## src/rtl/sram_req_adapter.sv

```systemverilog
// rtl/sram_req_adapter.sv - valid/ready request adapter for a 1-cycle-latency single-port SRAM
//
// Purpose: issues handshaked requests to the sram request port, captures read
// data one cycle after each access and returns one in-order response per
// request through a small credit-protected FIFO.
//
// Ports:
//   clk_i, rst_i            clock, asynchronous active-high reset
//   req_valid_i/req_ready_o request handshake
//   req_we_i, req_addr_i, req_wdata_i, req_be_i   request payload
//   rsp_valid_o/rsp_ready_i response handshake
//   rsp_rdata_o, rsp_write_o                      response payload (rdata zero for writes)
//   sram_req_o, sram_we_o, sram_addr_o, sram_wdata_o, sram_be_o  to sram request port
//   sram_rdata_i                                  sram read data, one cycle after sram_req_o
module sram_req_adapter #(
  parameter  int DATA_WIDTH = 64,
  parameter  int N_WORDS    = 1024,
  parameter  int RSP_DEPTH  = 3,
  localparam int ADDR_WIDTH = $clog2(N_WORDS),
  localparam int N_BYTES    = DATA_WIDTH / 8
) (
  input  logic                  clk_i,
  input  logic                  rst_i,
  input  logic                  req_valid_i,
  output logic                  req_ready_o,
  input  logic                  req_we_i,
  input  logic [ADDR_WIDTH-1:0] req_addr_i,
  input  logic [DATA_WIDTH-1:0] req_wdata_i,
  input  logic [N_BYTES-1:0]    req_be_i,
  output logic                  rsp_valid_o,
  input  logic                  rsp_ready_i,
  output logic [DATA_WIDTH-1:0] rsp_rdata_o,
  output logic                  rsp_write_o,
  output logic                  sram_req_o,
  output logic                  sram_we_o,
  output logic [ADDR_WIDTH-1:0] sram_addr_o,
  output logic [DATA_WIDTH-1:0] sram_wdata_o,
  output logic [N_BYTES-1:0]    sram_be_o,
  input  logic [DATA_WIDTH-1:0] sram_rdata_i
);

  localparam int CNT_W = $clog2(RSP_DEPTH + 1);
  localparam int PTR_W = (RSP_DEPTH > 1) ? $clog2(RSP_DEPTH) : 1;
  localparam logic [CNT_W:0]   DEPTH_C  = (CNT_W + 1)'(RSP_DEPTH);
  localparam logic [PTR_W-1:0] LAST_PTR = PTR_W'(RSP_DEPTH - 1);

  logic                  inflight_q;
  logic                  inflight_we_q;
  logic [CNT_W-1:0]      cnt_q;
  logic [PTR_W-1:0]      wr_ptr_q;
  logic [PTR_W-1:0]      rd_ptr_q;
  logic [DATA_WIDTH:0]   fifo_mem [RSP_DEPTH];

  logic                  push;
  logic                  pop;
  logic [CNT_W:0]        used;
  logic [DATA_WIDTH-1:0] push_data;

  // Pointers wrap explicitly so RSP_DEPTH need not be a power of two.
  function automatic logic [PTR_W-1:0] ptr_inc(input logic [PTR_W-1:0] p);
    return (p == LAST_PTR) ? '0 : p + PTR_W'(1);
  endfunction

  // Every accepted request owns a FIFO slot from acceptance until it is
  // popped, so counting the in-flight access as used makes the push below
  // overflow-free. Only registered state feeds ready.
  assign used        = {1'b0, cnt_q} + {{CNT_W{1'b0}}, inflight_q};
  assign req_ready_o = used < DEPTH_C;

  // Credits read as free while in reset; keep the macro idle regardless.
  assign sram_req_o   = req_valid_i & req_ready_o & ~rst_i;
  assign sram_we_o    = req_we_i & sram_req_o;
  assign sram_addr_o  = req_addr_i;
  assign sram_wdata_o = req_wdata_i;
  assign sram_be_o    = req_be_i;

  assign push      = inflight_q;
  assign push_data = inflight_we_q ? '0 : sram_rdata_i;

  assign rsp_valid_o = (cnt_q != '0);
  assign pop         = rsp_valid_o & rsp_ready_i;

  // Gate the head with valid so outputs read as zero while empty or in reset.
  assign rsp_rdata_o = rsp_valid_o ? fifo_mem[rd_ptr_q][DATA_WIDTH-1:0] : '0;
  assign rsp_write_o = rsp_valid_o & fifo_mem[rd_ptr_q][DATA_WIDTH];

  always_ff @(posedge clk_i or posedge rst_i) begin
    if (rst_i) begin
      inflight_q    <= 1'b0;
      inflight_we_q <= 1'b0;
      cnt_q         <= '0;
      wr_ptr_q      <= '0;
      rd_ptr_q      <= '0;
    end else begin
      inflight_q    <= sram_req_o;
      inflight_we_q <= sram_we_o;
      if (push) wr_ptr_q <= ptr_inc(wr_ptr_q);
      if (pop)  rd_ptr_q <= ptr_inc(rd_ptr_q);
      case ({push, pop})
        2'b10:   cnt_q <= cnt_q + CNT_W'(1);
        2'b01:   cnt_q <= cnt_q - CNT_W'(1);
        default: cnt_q <= cnt_q;
      endcase
    end
  end

  // Storage is not reset; entries are only observable once counted.
  always_ff @(posedge clk_i) begin
    if (push) fifo_mem[wr_ptr_q] <= {inflight_we_q, push_data};
  end

endmodule

```

## config.mk

```make
export PLATFORM = sky130hd
export DESIGN_NAME = sram_req_adapter
export DESIGN_NICKNAME = d
export VERILOG_FILES = /design/src/rtl/sram_req_adapter.sv
export SDC_FILE = /design/constraint.sdc
export NUM_CORES = 1
export LEC_CHECK = 0
export CAP_MARGIN = 30
export CORE_MARGIN = 1.5
export CORE_UTILIZATION = 35
export DETAILED_ROUTE_END_ITERATION = 10
export PLACE_DENSITY_LB_ADDON = 0.08
export SLEW_MARGIN = 20
export SYNTH_ARGS = -nofsm -noshare
export SYNTH_HDL_FRONTEND = slang
export SYNTH_SLANG_ARGS = --single-unit
```

## constraint.sdc

```tcl
create_clock -name clk_i -period 4.7 [get_ports clk_i]
set_clock_uncertainty 0.15 [all_clocks]
set_input_delay 0.94 -clock clk_i [delete_from_list [all_inputs] [get_ports clk_i]]
set_output_delay 0.94 -clock clk_i [all_outputs]
set_load 0.005 [all_outputs]
```

==> results of run 1 <==
-- power by group through the flow --
stage          Sequential, mW  Clock (mW)  Combinational [mW]
2_1_floorplan            2.37           0                1.29
4_1_cts                  2.47        1.75                2.26
3_3_place_gp             2.50           0                2.23
5_1_grt                  2.49        1.81                2.40
3_5_place_dp             2.51           0                2.25
6_report                 2.46        1.68                2.19
-- final timing paths --
kind                               start              end  slack (ns)  depth (start not counted)
max                          rd_ptr_q[1]  rsp_rdata_o[16]        0.90                          4
min                          wr_ptr_q[1]      wr_ptr_q[1]        0.37                          1
max reg2reg                inflight_we_q  fifo_mem[0][55]        2.72                          2
min reg2reg                  wr_ptr_q[1]      wr_ptr_q[1]        0.37                          1
max in group asynchronous          rst_i      rd_ptr_q[1]        3.58                          2
min in group asynchronous          rst_i    inflight_we_q        0.55                          2
-- metal layers --
| metal | vias up | global-route usage [%] | part of all wire (%) |
|---|---|---|---|
| li1 | 2182 | - | - |
| met1 | 2300 | 17.4 | 36 |
| met2 | 197 | 29.4 | 53 |
| met3 | 46 | 4.80 | 8.8 |
| met4 | 0 | 5.45 | 2.5 |
| met5 | - | 0.379 | 0 |
-- registers in the layout, indices dropped and copies added, names as in the netlist --
name / flops
rd_ptr_q: 2
inflight_q: 1
cnt_q: 2
fifo_mem: 195
inflight_we_q: 1
wr_ptr_q: 2
-- critical path: stages, from the launching register on --
cell and delay, ns:
dfrtp_4 0.79, buf_12 0.36, mux2i_1 0.12, nor2_1 0.28
clkdlybuf4s50_1 0.57
-- cell usage after synthesis (3+ instances only) --
master,number
clkbuf_1,13
nor2b_1,64
ha_1,3
buf_2,10
edfxtp_1,195
mux2_2,48
inv_1,5
nor2_1,69
buf_4,85
dfrtp_1,8
a21o_1,3
mux2i_1,65
mux2_4,17
buf_6,4
-- layout by cell type (no fill, tap or decap), types with 9 or more instances in the layout --
master,count
edfxtp_1,195
clkdlybuf4s50_1,137
nor2_1,66
mux2i_1,65
nor2b_1,64
mux2_2,48
clkbuf_16,23
mux2_4,17
clkbuf_1,9
buf_4,9
-- final cells by class --
| class | count | area, um^2 | area share (%) |
|---|---|---|---|
| inverters | 5 | 18.8 | 0.171 |
| multi-input cells | 282 | 2270 | 20.7 |
| clock buffers | 33 | 623 | 5.67 |
| flip-flops and latches | 203 | 6060 | 55.2 |
| well taps | 330 | 413 | 3.76 |
| clock inverters | 7 | 81.3 | 0.741 |
| repair buffers | 149 | 1510 | 13.7 |
-- cell families (layout without fill, tap and decap cells) --
logic type               count (synthesis)  in the layout  share of synthesized area, %
buffers and inverters                  117            194                          8.80
XOR/XNOR                                 3              3                         0.289
multiplexers                           130            130                          15.9
AND/OR/NAND/NOR                        140            140                          7.68
adder cells (fa/ha/maj)                  3              3                         0.412
AO/OA/AOI/OAI                            6              6                         0.412
flip-flops                             203            203                          66.5
-- through the flow --
| step | cells | setup WS (ns) | instance area, um^2 | utilization [%] | hold WS [ns] |
|---|---|---|---|---|---|
| finish | 1009 | 0.901 | 11000 | 43.4 | 0.365 |
| CTS | 1009 | 0.844 | 11000 | 43.4 | 0.371 |
| floorplan | 602 | 0.793 | 9100 | - | 0.307 |
| detailed placement | 969 | 1.10 | 10300 | 40.6 | 0.358 |
| global placement | 968 | 1.14 | 10200 | 40.5 | 0.338 |
| global route | 1009 | 0.793 | 11000 | 43.4 | 0.374 |
==> metrics.csv, run 1 <==
metric,value,unit
drt wl/cell,21.9,um
"Avg Cell Area, Syn",15.1,um^2
number of diodes,0,
port bufs,137,
pwr/cell area,577,mW/mm^2
H-tree levels,1,
Psw,1.80,mW
share of cells above drive strength 1,16.5,%
Flop pwr share,38.8,%
# IOs,302,
Max Freq,263,MHz
Post-CTS Setup Bufs,0,
HP Class,flop to flop,
Final Hold Fails,0,
Yosys top cell area share,64.3,%
synth unique cells,23,
Setup-failing EPs final,0,
arrival time worst endpoint,2.71,ns
first-pass detailed-route iteration total,4,
cell taking the most area after synthesis,edfxtp_1,
Initial DRC Count,184,
sw frac,28.4,%
clock slew at reported path FFs,0.05,ns
Synth async-reset ratio,3.94,%
Int Pwr,4.54,mW
total global-route track usage,16.0,%
relative slew slack,55.9,%
Peak VDD IR,0.000253,V
fillers,2292,
Crit Path Category,flop to primary output,
vias per cell,4.68,
Mapped Cells,602,
cts hold-fix bufs,0,
combinational share of power,34.6,%
grt total ovfl,0,
post-DP HPWL,14500,um
net count of the mapped netlist,756,
Starting Density,35.9,%
CP Launch Type,flop,
DRC,0,
total chip power,6.34,mW
Core Footprint,0.0253,mm^2
cell area after technology mapping,0.00910,mm^2
synth-to-layout area growth,20.6,%
sequential fraction of the synthesis area,66.5,%
number of synthesized flops with an enable pin,195,
clk_lat worst skew,0.49,ns
Die X,164,um
CTS tree,done,
outcome,finished clean,
DR vias,4725,
YS warnings,0,
Tightest Pin Transition,0.661,ns
RSZ-0062 raised after global routing,no,
Placer Congestion,0.686,
Num CTS Buffers,23,
Worst Path Max Fanout,40,
Yosys reg bits,203,
Placement Rows,58,
DIE AREA,0.0270,mm^2
Die Y,164,um
post-route setup TNS,0,ns
CTS max path bufs,3,
Clk pwr share,26.6,%
final wirelength,22100,um
maxcap violations,0,
vias in the first global route,5078,
clk sinks,203,
first-pass GRT wire length,31600,um
post_cts resized,0,
Crit. End Element,primary output,
top_reg_cell synth,edfxtp_1,
crit path time final,3.80,ns
period utilisation layout,80.8,%
Worst EP required,3.61,ns
clk root buf,clkbuf_16,
initial antenna violation count,0,
Slew Limit Fails,0,
largest net degree at the start of global routing,41,
Post-DRT Antenna Nets,0,
leakage power,3.80,nW
Area contributors post-synth,"edfxtp_1 (64%), mux2i_1 (7.1%), buf_4 (7.0%)",
final net count,818,
Power figures use the tool's default switching activity.
==> run 2, diff against run 1 <==
==> constraint.sdc (replaced) <==
create_clock -name clk_i -period 4 [get_ports clk_i]
set_clock_uncertainty 0.15 [all_clocks]
set_input_delay 0.8 -clock clk_i [delete_from_list [all_inputs] [get_ports clk_i]]
set_output_delay 0.8 -clock clk_i [all_outputs]
set_load 0.005 [all_outputs]
==> run 2 against run 1 <==
Effect of this change: utilization hardly changed; count of clock-buffer cells in the layout is 2 higher; via count is 0.61% higher; sequential cell count stayed put; critical path type unchanged; critical endpoint is now rsp_rdata_o[43]; highest routed layer unchanged.
==> metrics.csv, run 2 (synthesis results as in run 1) <==
metric,value,unit
outcome,finished clean,
post_cts resized,0,
setup slack at placement,0.659,ns
Setup-failing EPs final,0,
reg2reg start,wr_ptr_q[1],
arrival time worst endpoint,2.62,ns
max FFs per register,195,
pwr/cell area,669,mW/mm^2
relative slew slack,48.9,%
CP Launch Type,flop,
post-route setup TNS,0,ns
crit path time final,3.57,ns
final cell count without fillers,1010,
most frequent cells in the layout,"edfxtp_1 (195), clkdlybuf4s50_1 (137), nor2_1 (66)",
Worst EP required,3.05,ns
post-layout util,43.4,%
Initial DRC Count,220,
R2R cell count,4,
maxcap violations,0,
Post-CTS Setup Bufs,0,
Tightest Pin Transition,0.766,ns
period utilisation layout,89.2,%
combinational share of power,35.6,%
Critical Path Start,rd_ptr_q[0],
RR Endpoint,fifo_mem[1][12],
final wirelength,22100,um
clk root buf,clkbuf_16,
Core Footprint,0.0253,mm^2
total chip power,7.35,mW
final setup margin,0.431,ns
placed cell count,968,
first-pass detailed-route iteration total,4,
DR vias,4754,
share of cells above drive strength 1,16.5,%
Die Y,164,um
Final Hold Fails,0,
Crit. End Element,primary output,
worst path cell trace,buf_4 > mux2_2 > mux2i_1 > nor2_1 > clkdlybuf4s50_1,
DRC,0,
total global-route track usage,15.9,%
Flop pwr share,38.9,%
CP max stage delay,0.67,ns
Starting Density,35.9,%
HP Class,flop to flop,
"slowest stage cell, crit path",dfrtp_4,
Die X,164,um
Placer Congestion,0.685,
Post-DRT Antenna Nets,0,
clk sinks,203,
Peak VDD IR,0.000251,V
post-DP HPWL,14200,um
port bufs,137,
CP Capture Point,rsp_rdata_o[43],
CTS max path bufs,3,
Crit Path Category,flop to primary output,
Int Pwr,5.23,mW
leakage power,3.79,nW
clk_lat worst skew,0.50,ns
Placement Rows,58,
Clk pwr share,25.5,%
Top reg by flops,fifo_mem,
vias per cell,4.71,
Psw,2.11,mW
final net count,818,
# IOs,302,
clock slew at reported path FFs,0.06,ns
initial antenna violation count,0,
"setup slack, reg-to-reg",1.95,ns
RSZ-0062 raised after global routing,no,
number of diodes,0,
synth-to-layout area growth,20.6,%
largest net degree at the start of global routing,42,
first-pass GRT wire length,31300,um
Num CTS Buffers,23,
Slew Limit Fails,0,
cts hold-fix bufs,0,
DIE AREA,0.0270,mm^2
Worst Path Max Fanout,17,
CTS tree,done,
sw frac,28.8,%
drt wl/cell,21.9,um
vias in the first global route,4985,
Max Freq,280,MHz
"most common cell after layout, fill and taps aside",edfxtp_1,
grt total ovfl,0,
H-tree levels,1,
[run 2: power groups by stage]
stage               Clock, mW  Combinational [mW]  Sequential [mW]
floorplan                   0                1.51             2.78
global placement            0                2.65             2.90
detailed placement          0                2.67             2.91
CTS                      1.93                2.69             2.87
global route             2.02                2.84             2.89
finish                   1.87                2.62             2.86
[run 2: routing by layer]
metal	part of all wire (%)	up-vias	wire length (um)	global-route usage (%)
met4	2.0	0	450	4.67
met3	8.7	45	1930	4.87
met5	0	-	0	0
li1	-	2183	-	-
met2	52	181	11600	29.1
met1	37	2345	8150	17.6
[run 2: per-stage QoR]
| step | instance area (um^2) | hold WS [ns] |
|---|---|---|
| floorplan | 9100 | 0.307 |
| global placement | 10300 | 0.340 |
| detailed placement | 10300 | 0.353 |
| CTS | 11000 | 0.364 |
| global route | 11000 | 0.393 |
| finish | 11000 | 0.361 |
[run 2: area by class of cell]
cell class	count	area [um^2]
multi-input combinational	282	2270
clock inverter	6	30.0
sequential	203	6060
inverter	5	18.8
fill	2299	14300
tap	330	413
timing repair buffer	149	1540
clock buffer	35	641
[run 2: worst min-delay path by stage]
stage | start | end | slack, ns | cells past startpoint
after global placement | wr_ptr_q[1] | wr_ptr_q[1] | 0.34 | 1
after floorplan | inflight_we_q | fifo_mem[0][64] | 0.31 | 0
after CTS | wr_ptr_q[1] | wr_ptr_q[1] | 0.36 | 1
after detailed placement | wr_ptr_q[1] | wr_ptr_q[1] | 0.35 | 1
after global routing | wr_ptr_q[1] | wr_ptr_q[1] | 0.39 | 1
final | wr_ptr_q[1] | wr_ptr_q[1] | 0.36 | 1
[run 2: worst max-delay path: cells and delay by family (launching register included)]
family                 cells  cell delay [ns]
AND/OR/NAND/NOR            1             0.08
buffers and inverters      2             0.85
flip-flops                 1             0.67
multiplexers               2             0.50
